[src/rtl/gpu_cmd_scheduler.sv]
// gpu_cmd_scheduler: queues 32-bit instructions and dispatches each to one execution unit at a time,
// with host back-pressure, a per-command watchdog and a sticky first-error report.
module gpu_cmd_scheduler #(
   parameter int NUM_UNITS  = 4,
   parameter int FIFO_DEPTH = 4,
   parameter int TIMEOUT    = 1023
) (
   input  logic                 i_clk,
   input  logic                 i_reset,
   input  logic [31:0]          i_instr,
   input  logic                 i_instr_valid,
   output logic                 o_instr_ready,
   output logic [NUM_UNITS-1:0] o_unit_start,
   output logic [NUM_UNITS-1:0] o_unit_abort,
   output logic [23:0]          o_unit_args,
   input  logic [NUM_UNITS-1:0] i_unit_done,
   output logic                 o_busy,
   output logic                 o_error,
   output logic [1:0]           o_err_code,
   input  logic                 i_err_clear
);
   localparam int AW = $clog2(FIFO_DEPTH);
   localparam int IW = NUM_UNITS > 1 ? $clog2(NUM_UNITS) : 1;
   localparam int WW = $clog2(TIMEOUT + 1);

   typedef enum logic {IDLE, WAIT} state_t;

   state_t               state_q, state_d;
   logic [31:0]          mem_q [FIFO_DEPTH];
   logic [AW-1:0]        wr_q, rd_q;
   logic [AW:0]          cnt_q;
   logic [IW-1:0]        idx_q, idx_d;
   logic [23:0]          args_q, args_d;
   logic [WW-1:0]        wd_q, wd_d;
   logic [NUM_UNITS-1:0] start_q, start_d;
   logic                 err_q, err_d;
   logic [1:0]           code_q, code_d, new_code;
   logic                 push, pop, legal, done, expire;
   logic [7:0]           op;

   assign o_instr_ready = !i_reset && cnt_q != (AW+1)'(FIFO_DEPTH);
   assign push          = i_instr_valid && o_instr_ready;
   assign pop           = state_q == IDLE && cnt_q != '0;
   assign op            = mem_q[rd_q][7:0];
   assign legal         = op != 8'd0 && op <= 8'(NUM_UNITS);
   // the start-pulse cycle is the one with the watchdog still at 0, so done is ignored there
   assign done          = state_q == WAIT && wd_q != '0 && i_unit_done[idx_q];
   assign expire        = state_q == WAIT && wd_q == WW'(TIMEOUT) && !done;

   assign o_unit_start  = start_q;
   assign o_unit_abort  = expire ? NUM_UNITS'(1) << idx_q : '0;
   assign o_unit_args   = args_q;
   assign o_busy        = cnt_q != '0 || state_q != IDLE;
   assign o_error       = err_q;
   assign o_err_code    = code_q;

   always_comb begin
      state_d  = state_q;
      idx_d    = idx_q;
      args_d   = args_q;
      wd_d     = wd_q;
      start_d  = '0;
      new_code = 2'd0;
      if (pop && legal) begin
         state_d = WAIT;
         idx_d   = IW'(op - 8'd1);
         args_d  = mem_q[rd_q][31:8];
         wd_d    = '0;
         start_d = NUM_UNITS'(1) << IW'(op - 8'd1);
      end else if (pop && op != 8'd0) begin
         new_code = 2'd1;
      end
      if (state_q == WAIT) begin
         wd_d    = wd_q + 1'b1;
         state_d = (done || expire) ? IDLE : WAIT;
         new_code = expire ? 2'd2 : new_code;
      end
      // a clear in the same cycle as a new error still lets the new error land
      err_d  = err_q && !i_err_clear;
      code_d = err_d ? code_q : 2'd0;
      if (new_code != 2'd0 && !err_d) begin
         err_d  = 1'b1;
         code_d = new_code;
      end
   end

   always_ff @(posedge i_clk or posedge i_reset) begin
      if (i_reset) begin
         state_q <= IDLE;
         wr_q    <= '0;
         rd_q    <= '0;
         cnt_q   <= '0;
         idx_q   <= '0;
         args_q  <= '0;
         wd_q    <= '0;
         start_q <= '0;
         err_q   <= 1'b0;
         code_q  <= 2'd0;
      end else begin
         state_q <= state_d;
         wr_q    <= wr_q + AW'(push);
         rd_q    <= rd_q + AW'(pop);
         cnt_q   <= cnt_q + {{AW{1'b0}}, push} - {{AW{1'b0}}, pop};
         idx_q   <= idx_d;
         args_q  <= args_d;
         wd_q    <= wd_d;
         start_q <= start_d;
         err_q   <= err_d;
         code_q  <= code_d;
      end
   end

   always_ff @(posedge i_clk) begin
      if (push) mem_q[wr_q] <= i_instr;
   end
endmodule

[config.mk]
export PLATFORM = sky130hd
export DESIGN_NAME = gpu_cmd_scheduler
export DESIGN_NICKNAME = d
export VERILOG_FILES = /design/src/rtl/gpu_cmd_scheduler.sv
export SDC_FILE = /design/constraint.sdc
export NUM_CORES = 1
export LEC_CHECK = 0
export ABC_AREA = 1
export BUFFER_PORTS_ARGS = -buffer_cell sky130_fd_sc_hd__buf_2
export CORE_ASPECT_RATIO = 0.6
export CORE_MARGIN = 3
export CORE_UTILIZATION = 56
export CTS_CLUSTER_SIZE = 20
export DETAILED_ROUTE_END_ITERATION = 12
export PLACE_DENSITY = 0.86
export SLEW_MARGIN = 20
export SYNTH_ARGS = -nofsm -noshare
export SYNTH_HDL_FRONTEND = slang
export SYNTH_SLANG_ARGS = --single-unit
[constraint.sdc]
create_clock -name i_clk -period 4.3 [get_ports i_clk]
set_input_delay 0.215 -clock i_clk [delete_from_list [all_inputs] [get_ports i_clk]]
set_output_delay 0.215 -clock i_clk [all_outputs]
set_load 0.005 [all_outputs]
==> results.py, run 1 <==
metrics = {
    "timing": {
        "worst_pin_slew_ns": 0.7520,
        "relSlewSlack": 0.4975,
        "period_share": 0.8100,
        "period_minus_slack_ns": 3.483,
        "fin_tns_setup_ns": 0,
        "finalSetupViolations": 0,
        "fmax_mhz": 287.1,
        "fin_skew_ns": 0.008907,
        "finalHoldViolCount": 0,
        "finalMaxSlewViolations": 0,
        "grt_setup_unrepaired": "false",
    },
    "drt": {
        "routed_wl_um": 15540,
        "drc": 0,
        "post_drt_via_cell_ratio": 5.674,
        "first_iter_violations": 329,
        "drt-pass1-iter-count": 5,
        "vias": 4919,
        "avgRoutedWirePerCell_um": 17.92,
        "ant_nets": 0,
    },
    "global_route": {
        "grt_max_degree": 52,
        "grt-ovfl-total": 0,
        "grt_pass1_wl_um": 25390,
        "antenna_found_initial": 1,
        "grt_pass1_vias": 5110,
        "grtUsageTotal": 0.2311,
    },
    "critical_path": {
        "cp-start-kind": "register",
        "path_max_fanout": 45,
        "end_kind": "register",
        "arrival_ns": 3.79,
        "critPathRequiredTime_ns": 4.61,
        "path_class": "reg -> reg",
    },
    "final_layout": {
        "areaGrowthSynthToFinish_pct": 18.00,
        "multiInputGateArea_um2": 1804,
        "final_net_count": 740,
        "drive_gt1_frac": 0.1994,
        "diodes": 0,
        "regArea_um2": 5121,
        "fill_cells": 831,
        "fin_cells": 867,
        "finalInstanceArea_um2": 8489,
    },
    "logic_synthesis": {
        "ys_seq_area_frac": 0.7117,
        "synth_flop_cell": "edfxtp_1",
        "ys_warn_count": 0,
        "netlist_area_um2": 7194,
        "syn-instance-count": 591,
        "avgSynthCellArea_um2": 12.17,
        "async_flop_share": 0.2849,
        "syn-num-nets": 642,
        "synthDistinctLibCells": 32,
        "yosys_register_bits": 179,
        "synth_edf_count": 128,
    },
    "clock_tree": {
        "clk_path_buf_depth": 2,
        "h-tree-depth": 4,
        "cts_sinks": 179,
        "cts_hold_buf": 16,
        "cts.repair.resized": 0,
        "cts_made_buffers": 17,
        "cts_tree": "done",
        "clk_pin_slew_ns": 0.06,
        "root_buffer": "clkbuf_16",
        "clk_latency_ns": 0.42,
        "post_cts_buffers": 0,
    },
    "pwr": {
        "ir_drop_mv": 0.3496,
        "power_leakage_nw": 3.467,
        "power_density_nw_per_um2": 647.3,
    },
    "floorplan": {
        "die_w_um": 152.3,
        "pin_count": 77,
        "rows": 31,
        "coreArea_um2": 12300,
        "fp.dieH_um": 93.80,
        "die_area_um2": 14290,
        "start_util": 0.5851,
    },
    "status": {
        "status": "finished, final reports clean",
    },
    "place": {
        "placed_area_um2": 7756,
        "place_inst": 818,
        "hpwl_um": 9556,
        "place_congestion": 0.8177,
        "portBuffers": 76,
    },
    "worst_hold_path": {
        "hp-class": "in -> reg",
    },
    "flow_run": {
        "max_cap_viol_count": 0,
    },
}
-- critical path: stages (launching register included) --
cell and delay [ns]:
dfrtp_2 0.63, inv_2 0.31, nand2_1 0.13, a32oi_1 0.16
inv_1 0.13, ha_1 0.18, inv_1 0.06, nand3_1 0.08
nand2_1 0.08, nor2_4 0.61, nand3_4 0.66, nand2_1 0.26
nand2_1 0.07
-- layout make-up --
class / count / share of cell area
flip-flops and latches: 179 / 0.6032
multi-input cells: 347 / 0.2125
repair buffers: 107 / 0.07723
clock buffers: 21 / 0.05424
well taps: 165 / 0.02432
inverters: 37 / 0.01636
clock inverters: 11 / 0.01209
-- power by group --
part / leakage (nW) / internal [W] / switching [W]
logic: 1.39 / 0.000549 / 0.00109
registers: 1.81 / 0.00218 / 0.000223
clock network: 0.261 / 0.000829 / 0.000632
total: 3.47 / 0.00355 / 0.00194
-- cells by family after synthesis --
kind of cell,count (synthesis),synth area share
buf+inv,65,0.04035
simple gates,240,0.1523
compound gates,92,0.07061
xor+xnor,4,0.004870
flops,179,0.7117
fa+ha+maj,11,0.02017
-- layout by cell type, fill, tap and decap left out, types with 10 or more instances in the layout --
cell type,Yosys,final
nor2_1,66,66
o22ai_1,24,24
nand2_1,95,95
ha_1,10,10
o21ai_0,53,53
inv_1,36,35
buf_2,7,76
dfrtp_1,51,50
clkbuf_16,0,17
edfxtp_1,128,128
dlygate4sd3_1,0,17
nand3_2,10,10
nand3_1,47,47
buf_4,0,14
-- synth_stat cells, types with 7 or more instances --
cell type  count  area (um2)
nand2_1       95       356.6
nand3_2       10       100.1
nand3_1       47       235.2
clkbuf_1      13       48.80
nor2_1        66       247.7
o22ai_1       24       150.1
inv_1         36       135.1
buf_2          7       35.03
nor3_1         9       45.04
o21ai_0       53       265.3
edfxtp_1     128        3844
ha_1          10       125.1
dfrtp_1       51        1276
-- registers in the layout, summed over array words and instances (netlist names) --
name          flops
wr_q              2
cnt_q             3
idx_q             2
o_unit_args      24
rd_q              2
o_unit_start      4
state_q           1
o_err_code        2
wd_q             10
o_error           1
mem_q           128
-- worst paths after layout --
kind                       slack (ns)               to             from  cells after the start
hold reg to reg                  0.48  o_unit_args[14]  o_unit_args[14]                      2
max in group asynchronous        3.30          rd_q[0]          i_reset                      4
setup reg to reg                 0.82   o_unit_args[3]          rd_q[0]                     12
hold / removal                   0.01     mem_q[2][27]      i_instr[27]                      1
min in group asynchronous        0.53         cnt_q[2]          i_reset                      4
setup / recovery                 0.82   o_unit_args[3]          rd_q[0]                     12
-- layer usage --
layer | GRT usage | up-vias | part of all wire
met5 | 0 | - | 0.00084
met4 | 0.08153 | 2 | 0.013
met3 | 0.06627 | 22 | 0.093
met2 | 0.3774 | 223 | 0.48
met1 | 0.3021 | 2398 | 0.41
li1 | - | 2274 | -
-- per-stage QoR --
| step | setup WS, ns | total power, W | hold WS [ns] | util |
|---|---|---|---|---|
| after floorplan | 0.7938 | 0.003498 | 0.3139 | - |
| after global placement | 1.068 | 0.003911 | 0.4238 | 0.6308 |
| after detailed placement | 0.8395 | 0.004033 | 0.4298 | 0.6308 |
| after CTS | 0.8135 | 0.005507 | 0.0006054 | 0.6896 |
| after global routing | 0.5050 | 0.005825 | 0.005121 | 0.6904 |
| final | 0.8172 | 0.005495 | 0.01033 | 0.6904 |
(Power assumes the default switching activity.)
==> inputs of run 2 (changes only) <==
--- a/config.mk
+++ b/config.mk
@@ -5,14 +5,14 @@
 export SDC_FILE = /design/constraint.sdc
 export NUM_CORES = 1
 export LEC_CHECK = 0
-export ABC_AREA = 1
+export ABC_AREA = 0
 export BUFFER_PORTS_ARGS = -buffer_cell sky130_fd_sc_hd__buf_2
 export CORE_ASPECT_RATIO = 0.6
 export CORE_MARGIN = 3
-export CORE_UTILIZATION = 56
+export CORE_UTILIZATION = 52
 export CTS_CLUSTER_SIZE = 20
 export DETAILED_ROUTE_END_ITERATION = 12
-export PLACE_DENSITY = 0.86
+export PLACE_DENSITY = 0.84
 export SLEW_MARGIN = 20
 export SYNTH_ARGS = -nofsm -noshare
 export SYNTH_HDL_FRONTEND = slang
==> constraint.sdc (replaced) <==
create_clock -name i_clk -period 3.2 [get_ports i_clk]
set_input_delay 0.16 -clock i_clk [delete_from_list [all_inputs] [get_ports i_clk]]
set_output_delay 0.16 -clock i_clk [all_outputs]
set_load 0.005 [all_outputs]
==> run 2 against run 1 <==
Clock power grew 39%. Area after synthesis shrank 4.1%. Via count shrank 26%. Sequential power grew 37%. Register-to-register slack lost 0.28 ns. Core utilization shrank 1.4 points. Critical path depth shrank 5. Setup slack lost 0.43 ns. Die area grew 3.1%. Sequential share of layout area grew 0.30 points. First-iteration DRC count shrank 10%. Power grew 31%.
==> results.py, run 2 <==
metrics = {
    "worst_hold_path": {
        "whs_path_depth": 4,
        "holdCritStartpoint": "i_err_clear",
        "hold_end": "o_err_code[1]",
        "hp-class": "in -> reg",
    },
    "final_layout": {
        "regArea_um2": 5121,
        "largest_register_ffs": 128,
        "fill_cells": 821,
        "final_util": 0.6763,
        "final_cell_mix": "128 x edfxtp_1, 76 x buf_2, 50 x dfrtp_1, 33 x dlygate4sd3_1, 28 x mux4_2",
        "final_common_cell": "edfxtp_1",
        "drive_gt1_frac": 0.3560,
        "diodes": 0,
        "areaGrowthSynthToFinish_pct": 22.46,
        "regMostFlops": "mem_q",
        "multiInputGateArea_um2": 1682,
        "final_net_count": 538,
    },
    "drt": {
        "drt-pass1-iter-count": 5,
        "ant_nets": 0,
        "routed_wl_um": 13220,
        "vias": 3642,
        "avgRoutedWirePerCell_um": 19.87,
        "post_drt_via_cell_ratio": 5.477,
        "first_iter_violations": 295,
        "drc": 0,
    },
    "clock_tree": {
        "root_buffer": "clkbuf_16",
        "clk_latency_ns": 0.42,
        "cts_tree": "done",
        "post_cts_buffers": 0,
        "clk_pin_slew_ns": 0.07,
        "h-tree-depth": 4,
        "cts_made_buffers": 17,
        "cts.repair.resized": 0,
        "clk_path_buf_depth": 2,
        "cts_sinks": 179,
    },
    "timing": {
        "period_minus_slack_ns": 2.810,
        "fmax_mhz": 355.9,
        "relSlewSlack": 0.3850,
        "period_share": 0.8781,
        "fin_skew_ns": 0.01300,
        "fin_tns_setup_ns": 0,
        "finalSetupViolations": 0,
        "grt_setup_unrepaired": "false",
        "finalMaxSlewViolations": 0,
        "worst_pin_slew_ns": 0.9214,
        "finalHoldViolCount": 0,
    },
    "pwr": {
        "power_density_nw_per_um2": 851.7,
        "power_leakage_nw": 3.167,
        "ir_drop_mv": 0.4889,
        "p_switching_w": 0.002122,
        "clockPowerShare": 0.282,
        "p_int_w": 0.005072,
        "combPwrFrac": 0.260,
        "switching_share": 0.2950,
        "power_frac_seq": 0.458,
    },
    "critical_path": {
        "rrSetupSlack_ns": 0.54,
        "arrival_ns": 2.65,
        "rr_endpoint": "o_unit_args[20]",
        "cp-start-kind": "register",
        "end_kind": "primary output",
        "reg2reg_from": "rd_q[0]",
        "path_max_fanout": 6,
        "rr_worst_depth": 7,
        "critPathRequiredTime_ns": 3.04,
        "path_class": "reg -> out",
    },
    "floorplan": {
        "die_area_um2": 14730,
        "fp.dieH_um": 95.22,
        "die_w_um": 154.7,
        "pin_count": 77,
        "start_util": 0.5523,
        "rows": 31,
        "coreArea_um2": 12490,
    },
    "logic_synthesis": {
        "yosys_register_bits": 179,
        "ys_warn_count": 0,
        "ys_seq_area_frac": 0.7422,
        "avgSynthCellArea_um2": 19.00,
        "synthDistinctLibCells": 44,
        "synth_flop_cell": "edfxtp_1",
        "synth_most_common_cell": "edfxtp_1",
        "async_flop_share": 0.2849,
        "yosys.area_share.simple": 0.05424,
        "synth_edf_count": 128,
        "synth_top_family_by_area": "multiplexers",
        "yosys.area_share.xor_xnor": 0.007618,
        "synth.area.top_cells": "edfxtp_1 56%, dfrtp_1 19%, mux4_2 9.1%",
        "syn-num-nets": 414,
        "synth_compound_area_frac": 0.02231,
        "synthMuxAreaShare": 0.1335,
        "netlist_top_cells_count": "128 x edfxtp_1, 51 x dfrtp_1, 28 x mux4_2, 24 x mux2_2, 14 x inv_1",
        "synth_area_leader_cell": "edfxtp_1",
        "synth_top_area_share": 0.5572,
        "syn-instance-count": 363,
        "netlist_area_um2": 6898,
        "synthAdderAreaFrac": 0.02104,
    },
    "place": {
        "portBuffers": 76,
        "hpwl_um": 8062,
        "place_congestion": 0.7646,
    },
    "global_route": {
        "grt_pass1_vias": 3960,
        "grt-ovfl-total": 0,
        "grtUsageTotal": 0.1953,
        "grt_max_degree": 52,
        "antenna_found_initial": 0,
        "grt_pass1_wl_um": 21250,
    },
    "flow_run": {
        "max_cap_viol_count": 0,
    },
    "status": {
        "status": "finished, final reports clean",
    },
}
## run 2: through the flow
| step | area [um2] | total power [W] | hold WS, ns | cells | worst slack, ns |
|---|---|---|---|---|---|
| 2_1_floorplan | 6913 | 0.004543 | 0.2589 | 363 | 0.3847 |
| 3_3_place_gp | 7535 | 0.005089 | 0.3690 | 600 | 0.5720 |
| 3_5_place_dp | 7535 | 0.005185 | 0.3785 | 600 | 0.5123 |
| 4_1_cts | 8436 | 0.007266 | 0.01967 | 664 | 0.3923 |
| 5_1_grt | 8447 | 0.007588 | 0.06490 | 665 | 0.2274 |
| 6_report | 8447 | 0.007195 | 0.03452 | 665 | 0.3902 |
## run 2: cell type report
class,count,area share
clock buffers,18,0.05199
clock inverters,14,0.01674
inverters,14,0.006369
multi-input cells,157,0.1991
repair buffers,118,0.09510
flip-flops and latches,179,0.6063
well taps,165,0.02444
## run 2: layer usage
layer / up-vias / wire, um / global-route usage
met5: - / 0 / 0
met4: 0 / 131 / 0.08009
met3: 11 / 717 / 0.04717
met2: 104 / 6478 / 0.3113
met1: 1853 / 5888 / 0.2644
li1: 1674 / - / -
## run 2: power groups by stage
| stage | registers (W) | clock network [W] | logic [W] |
|---|---|---|---|
| floorplan | 0.00321 | 0 | 0.00133 |
| global placement | 0.00331 | 0 | 0.00178 |
| detailed placement | 0.00334 | 0 | 0.00185 |
| CTS | 0.00330 | 0.00206 | 0.00190 |
| finish | 0.00329 | 0.00203 | 0.00187 |
| global route | 0.00335 | 0.00218 | 0.00205 |
## run 2: what timing repair did
| item | CTS | global route |
|---|---|---|
| setup endpoints to repair | 0 | 0 |
| hold buffers | 32 | 1 |
| hold endpoints to repair | 128 | 20 |
## run 2: worst max-delay path by stage
stage	from	end	slack, ns	cells past startpoint
after global placement	rd_q[0]	o_unit_args[14]	0.57	7
after floorplan	rd_q[0]	o_unit_args[0]	0.38	9
final	wd_q[0]	o_unit_abort[0]	0.39	7
after CTS	wd_q[0]	o_unit_abort[0]	0.39	7
after detailed placement	rd_q[0]	o_unit_args[20]	0.51	7
after global routing	wd_q[0]	o_unit_abort[0]	0.23	7
## run 2: cell families after synthesis
| logic type | count (synthesis) |
|---|---|
| XOR/XNOR | 6 |
| flip-flops | 179 |
| adder cells (fa/ha/maj) | 11 |
| multiplexers | 54 |
| AO/OA/AOI/OAI | 22 |
| buffers and inverters | 27 |
| AND/OR/NAND/NOR | 64 |
## run 2: worst max-delay path, cell delays in order (launching register included)
cell,delay [ns]
dfrtp_1,0.43
inv_1,0.11
ha_1,0.14
or4b_2,0.62
o41ai_2,0.27
nand3_1,0.25
nor3_1,0.25
buf_2,0.15
